### src/rtl/mdu_iter.sv
// Iterative RV32M multiply/divide unit for the EXE stage.
// One radix-2 step per cycle: shift-add multiply or restoring divide on operand
// magnitudes, with the result sign applied once at the end. Holds the pipeline via
// mtype_stall_o until the single DONE cycle, where result_o is presented.
module mdu_iter #(
  parameter int unsigned XLEN = 32
) (
  input  logic            clk,
  input  logic            rst_n,
  input  logic            valid_i,
  input  logic [2:0]      op_i,
  input  logic [XLEN-1:0] rs1_i,
  input  logic [XLEN-1:0] rs2_i,
  input  logic            flush_i,
  output logic            mtype_stall_o,
  output logic [XLEN-1:0] result_o,
  output logic            result_valid_o
);

  localparam int unsigned CW = $clog2(XLEN);
  localparam logic [CW-1:0] CntLast = CW'(XLEN - 1);

  typedef enum logic [1:0] {StIdle, StCalc, StDone} state_e;

  state_e          state_q, state_d;
  logic [CW-1:0]   cnt_q, cnt_d;
  logic [2:0]      op_q, op_d;
  logic            neg_q, neg_d;
  logic [XLEN-1:0] mag_q, mag_d;   // multiplicand |A| or divisor |B|
  logic [XLEN-1:0] acc_q, acc_d;   // product high half or partial remainder
  logic [XLEN-1:0] lo_q, lo_d;     // multiplier/product low half or dividend/quotient
  logic [XLEN-1:0] res_q, res_d;

  // Issue-time decode of the incoming op
  logic            is_div, a_signed, b_signed, sa, sb;
  logic [XLEN-1:0] a_mag, b_mag;
  logic            div_zero, div_ovf, special;
  logic [XLEN-1:0] spec_res;
  logic            issue_neg;

  // Operand signedness, magnitudes and the divide corner cases
  always_comb begin
    is_div   = op_i[2];
    a_signed = is_div ? ~op_i[0] : (op_i[1:0] != 2'b11);
    b_signed = is_div ? ~op_i[0] : ~op_i[1];
    sa       = a_signed & rs1_i[XLEN-1];
    sb       = b_signed & rs2_i[XLEN-1];
    // Negating the most negative value yields 2^(XLEN-1), the correct magnitude
    a_mag    = sa ? -rs1_i : rs1_i;
    b_mag    = sb ? -rs2_i : rs2_i;
    div_zero = is_div & (rs2_i == '0);
    div_ovf  = is_div & ~op_i[0] & (rs1_i == {1'b1, {(XLEN-1){1'b0}}}) & (rs2_i == '1);
    special  = div_zero | div_ovf;
    // op_i[1] separates REM* from DIV*
    if (div_zero) begin
      spec_res = op_i[1] ? rs1_i : '1;
    end else begin
      spec_res = op_i[1] ? '0 : rs1_i;
    end
    // Remainder follows the dividend's sign; everything else is sign(A) xor sign(B)
    issue_neg = (is_div & op_i[1]) ? sa : (sa ^ sb);
  end

  // One iteration step for each algorithm, plus the signed final result
  logic [XLEN:0]     mul_sum;
  logic [XLEN-1:0]   mul_acc, mul_lo;
  logic [XLEN:0]     div_shift, div_trial;
  logic [XLEN-1:0]   div_acc, div_lo;
  logic [2*XLEN-1:0] prod, prod_s;
  logic [XLEN-1:0]   div_sel, fin_res;

  // Datapath step and result formatting
  always_comb begin
    mul_sum   = {1'b0, acc_q} + (lo_q[0] ? {1'b0, mag_q} : '0);
    mul_acc   = mul_sum[XLEN:1];
    mul_lo    = {mul_sum[0], lo_q[XLEN-1:1]};
    div_shift = {acc_q, lo_q[XLEN-1]};
    div_trial = div_shift - {1'b0, mag_q};
    // A borrow out of the trial subtraction means the divisor did not fit: restore
    div_acc   = div_trial[XLEN] ? div_shift[XLEN-1:0] : div_trial[XLEN-1:0];
    div_lo    = {lo_q[XLEN-2:0], ~div_trial[XLEN]};
    prod      = {mul_acc, mul_lo};
    prod_s    = neg_q ? -prod : prod;
    div_sel   = op_q[1] ? div_acc : div_lo;
    if (op_q[2]) begin
      fin_res = neg_q ? -div_sel : div_sel;
    end else if (op_q[1:0] == 2'b00) begin
      fin_res = prod_s[XLEN-1:0];
    end else begin
      fin_res = prod_s[2*XLEN-1:XLEN];
    end
  end

  // Next-state and register update logic
  always_comb begin
    state_d = state_q;
    cnt_d   = cnt_q;
    op_d    = op_q;
    neg_d   = neg_q;
    mag_d   = mag_q;
    acc_d   = acc_q;
    lo_d    = lo_q;
    res_d   = res_q;
    if (flush_i) begin
      state_d = StIdle;
      cnt_d   = '0;
    end else begin
      unique case (state_q)
        StIdle: begin
          if (valid_i) begin
            op_d  = op_i;
            neg_d = issue_neg;
            mag_d = is_div ? b_mag : a_mag;
            lo_d  = is_div ? a_mag : b_mag;
            acc_d = '0;
            cnt_d = '0;
            if (special) begin
              res_d   = spec_res;
              state_d = StDone;
            end else begin
              state_d = StCalc;
            end
          end
        end
        StCalc: begin
          acc_d = op_q[2] ? div_acc : mul_acc;
          lo_d  = op_q[2] ? div_lo : mul_lo;
          cnt_d = cnt_q + CW'(1);
          if (cnt_q == CntLast) begin
            res_d   = fin_res;
            state_d = StDone;
          end
        end
        StDone: begin
          state_d = StIdle;
        end
        default: begin
          state_d = StIdle;
        end
      endcase
    end
  end

  // State and datapath registers
  always_ff @(posedge clk or negedge rst_n) begin
    if (!rst_n) begin
      state_q <= StIdle;
      cnt_q   <= '0;
      op_q    <= '0;
      neg_q   <= 1'b0;
      mag_q   <= '0;
      acc_q   <= '0;
      lo_q    <= '0;
      res_q   <= '0;
    end else begin
      state_q <= state_d;
      cnt_q   <= cnt_d;
      op_q    <= op_d;
      neg_q   <= neg_d;
      mag_q   <= mag_d;
      acc_q   <= acc_d;
      lo_q    <= lo_d;
      res_q   <= res_d;
    end
  end

  // Pipeline-facing outputs; stall is gated by reset so it drops the moment reset asserts
  always_comb begin
    mtype_stall_o  = rst_n & valid_i & ~flush_i & (state_q != StDone);
    result_valid_o = (state_q == StDone) & ~flush_i;
    result_o       = result_valid_o ? res_q : '0;
  end

endmodule
### config.mk
export PLATFORM = sky130hd
export DESIGN_NAME = mdu_iter
export DESIGN_NICKNAME = d
export VERILOG_FILES = /design/src/rtl/mdu_iter.sv
export SDC_FILE = /design/constraint.sdc
export NUM_CORES = 1
export LEC_CHECK = 0
export CAP_MARGIN = 20
export CORE_ASPECT_RATIO = 1.4
export CORE_MARGIN = 2
export CORE_UTILIZATION = 60
export DETAILED_ROUTE_END_ITERATION = 6
export PLACE_DENSITY = 0.89
export SYNTH_ARGS = -nofsm -noshare
export SYNTH_HDL_FRONTEND = slang
export SYNTH_SLANG_ARGS = --single-unit
### constraint.sdc
create_clock -name clk -period 7.1 [get_ports clk]
set_clock_uncertainty 0.15 [all_clocks]
set_input_delay 1.775 -clock clk [delete_from_list [all_inputs] [get_ports clk]]
set_output_delay 1.775 -clock clk [all_outputs]
set_load 0.005 [all_outputs]
==> out/qor.txt <==
Finished Layout Cells: 2797
PnR worst setup slack: 1.23 ns
Hold Crit Depth: 2
Power Dens Cells: 569 nW/um2
Hold Path Origin: res_q[10]$_DFFE_PN0P_
Cts hold-fix bufs: 0
Die area: 30000 um2
Slew HR: 28.9%
Seq/Total Area, Yosys: 20.2%
DRT iter0 DRCs: 2258
CP startpoint kind: input pin
Clock slew seen by the registers of the worst setup and hold paths: 0.06 ns
VDD IR max: 0.496 mV
Max Root-Sink Buffers: 2
Min-Delay Endpoint: res_q[10]$_DFFE_PN0P_
CTS tree: built
Synthesized Nets: 2578
LEAKAGE: 7.69 nW
Area after DPL: 18300 um2
Total CTS buffers: 17
Vias in the first global route: 17900
FP Rows: 73
Avg Cell Area, Syn: 7.06 um2
Clock root cell: clkbuf_16
Max FO, Critical Path: 23
Cell area after synthesis: 17200 um2
Area delta synth->final: 10.0%
Placeable core area: 28300 um2
Via count: 19100
FF+latch count, synth: 139
H-tree Lvls: 4
Ports: 105
Remaining antenna violation count: 0
Run status: complete, no violations
Syn. warnings: 0
1st-pass router iterations: 6
Place WS: 0.932 ns
N_diodes: 0
Fin Setup TNS: 0 ns
Initial antenna violation count: 0
Final Instance Area: 18900 um2
Critical R2R Launch: lo_q[31]$_DFFE_PN0P_
Crit Path Class: in2out
Worst reg2reg path endpoint: res_q[30]$_DFFE_PN0P_
Largest net degree at the start of global routing: 92
Max cap viols: 0
Clk sink count: 139
Total GRT Usage: 43.7%
Final Critical Period: 5.87 ns
Final Wtd Congestion: 1.01
Final nets: 2553
DIE HEIGHT: 204 um
Pwr Total: 10.8 mW
Share of layout cells above drive strength 1: 5.49%
DR vias/cell: 6.83
Later-pin clock latency in the skew report: 0.47 ns
R2R Setup Slk: 1.28 ns
GRT overflow: 0
Tcrit/Tclk final: 82.7%
HPWL after detailed placement: 51.4 mm
Most used DFF post-synth: dfrtp_1
Count of cell types in the netlist: 93
Reg2Reg Depth: 22
Critical path data arrival time: 3.95 ns
Hold WC Path Type: reg2reg
Post-CTS setup buffer count: 0
Drc violations: 0
DP Cell Count: 2765
Number of standard cells after synthesis: 2434
IO Port Bufs: 104
RSZ-0062 raised after global routing: no
Fin. Hold Viols: 0
Worst-margin pin slew: 1.07 ns
Worst EP required: 5.18 ns
Final wirelength: 66.6 mm
Initial Utilization: 60.7%
Routed wire length per instance: 23.8 um
Final Slew Violations: 0
Number of synthesized flops with an enable pin: 0
Fraction of registers with async set/reset: 100%
Achievable frequency: 170 MHz
Final setup viols: 0
First-pass GRT wire length: 101 mm
Die Wd: 147 um
Post-CTS Resized: 0
CP Capture Type: output pin
-- cells in the final DEF (no fill, tap or decap), drive strengths merged, types with 16 or more instances in the layout --
master         count
a21oi            257
inv               76
and2              87
a211oi            24
a31oi             33
nand2            259
nand2b            22
a21o              19
o21ai            236
xor2              83
mux2              16
nor2             256
or3               30
nand3             46
ha                71
buf               32
dfrtp            139
nor3              66
clkbuf            18
xnor2             94
clkdlybuf4s50    102
nor4              23
o31ai             30
mux2i             77
nand4             35
o211ai            43
-- routing by layer --
| metal | part of all wire, % | GRT usage [%] |
|---|---|---|
| met5 | 0 | 0 |
| met4 | 6.9 | 26.0 |
| met3 | 9.2 | 7.21 |
| met2 | 46 | 72.6 |
| met1 | 38 | 53.3 |
-- flip-flops by register name (all words and copies together), names as in the netlist --
signal,flops
mag_q,32
state_q,2
neg_q,1
acc_q,32
lo_q,32
res_q,32
cnt_q,5
op_q,3
-- cell usage after synthesis, types with 23 or more instances --
cell	number	area share [%]
clkbuf_1	144	3.1
inv_1	68	1.5
or3_1	29	1.1
nand4_1	35	1.3
o21ai_0	213	6.2
ha_1	71	5.2
xor2_1	83	4.2
nand2_1	259	5.7
a211oi_1	23	1.0
and2_1	87	3.2
a31oi_1	33	1.2
dfrtp_1	139	20
nor4_1	23	0.84
o211ai_1	41	1.8
nor3_1	64	1.9
mux2i_1	77	4.5
a21oi_1	251	7.3
nor2_1	256	5.6
nand3_1	46	1.3
xnor2_1	94	4.8
o31ai_1	30	1.3
-- worst max-delay path, stage by stage --
cell and delay (ns):
clkdlybuf4s50_1 0.55, nor2_2 0.59, buf_4 0.34, and2_1 0.17, clkdlybuf4s50_1 0.50
-- layout make-up --
cell class,instances,area (um2)
Fill cell,2482,9400
Clock inverter,14,229
Inverter,72,270
Sequential cell,139,3480
Tap cell,375,469
Clock buffer,18,439
Timing Repair Buffer,134,1260
Multi-Input combinational cell,2045,12800
-- worst max path at each step --
stage / start / end / slack (ns)
after floorplan: lo_q[31]$_DFFE_PN0P_ / res_q[28]$_DFFE_PN0P_ / 1.00
after global placement: rs1_i[13] / res_q[30]$_DFFE_PN0P_ / 0.98
after detailed placement: rs1_i[13] / res_q[30]$_DFFE_PN0P_ / 0.93
after CTS: flush_i / result_o[15] / 1.30
after global routing: lo_q[31]$_DFFE_PN0P_ / res_q[30]$_DFFE_PN0P_ / 0.96
final: flush_i / result_o[11] / 1.23
-- kinds of logic after synthesis --
family                     Yosys count  synth area share [%]
AOI/OAI and AO/OA                  797                  28.9
buffers and inverters              250                  5.65
xor gates and xnor gates           177                  9.02
adders and majority gates           73                  5.40
DFF                                139                  20.2
and+or+nand+nor                    905                  25.3
muxes                               93                  5.53
-- per-stage QoR --
step / hold WS (ns) / util, %
after global routing: 0.379 / 66.8
after CTS: 0.343 / 66.8
after detailed placement: 0.329 / 64.5
after global placement: 0.322 / 64.5
after floorplan: 0.288 / -
final: 0.352 / 66.8
-- report_power, final --
part | internal, mW | switching (mW) | leakage (nW) | total, mW
combinational | 2.78 | 5.03 | 5.60 | 7.81
clock | 0.641 | 0.413 | 0.326 | 1.05
sequential | 1.14 | 0.760 | 1.77 | 1.90
Power figures use the tool's default switching activity.
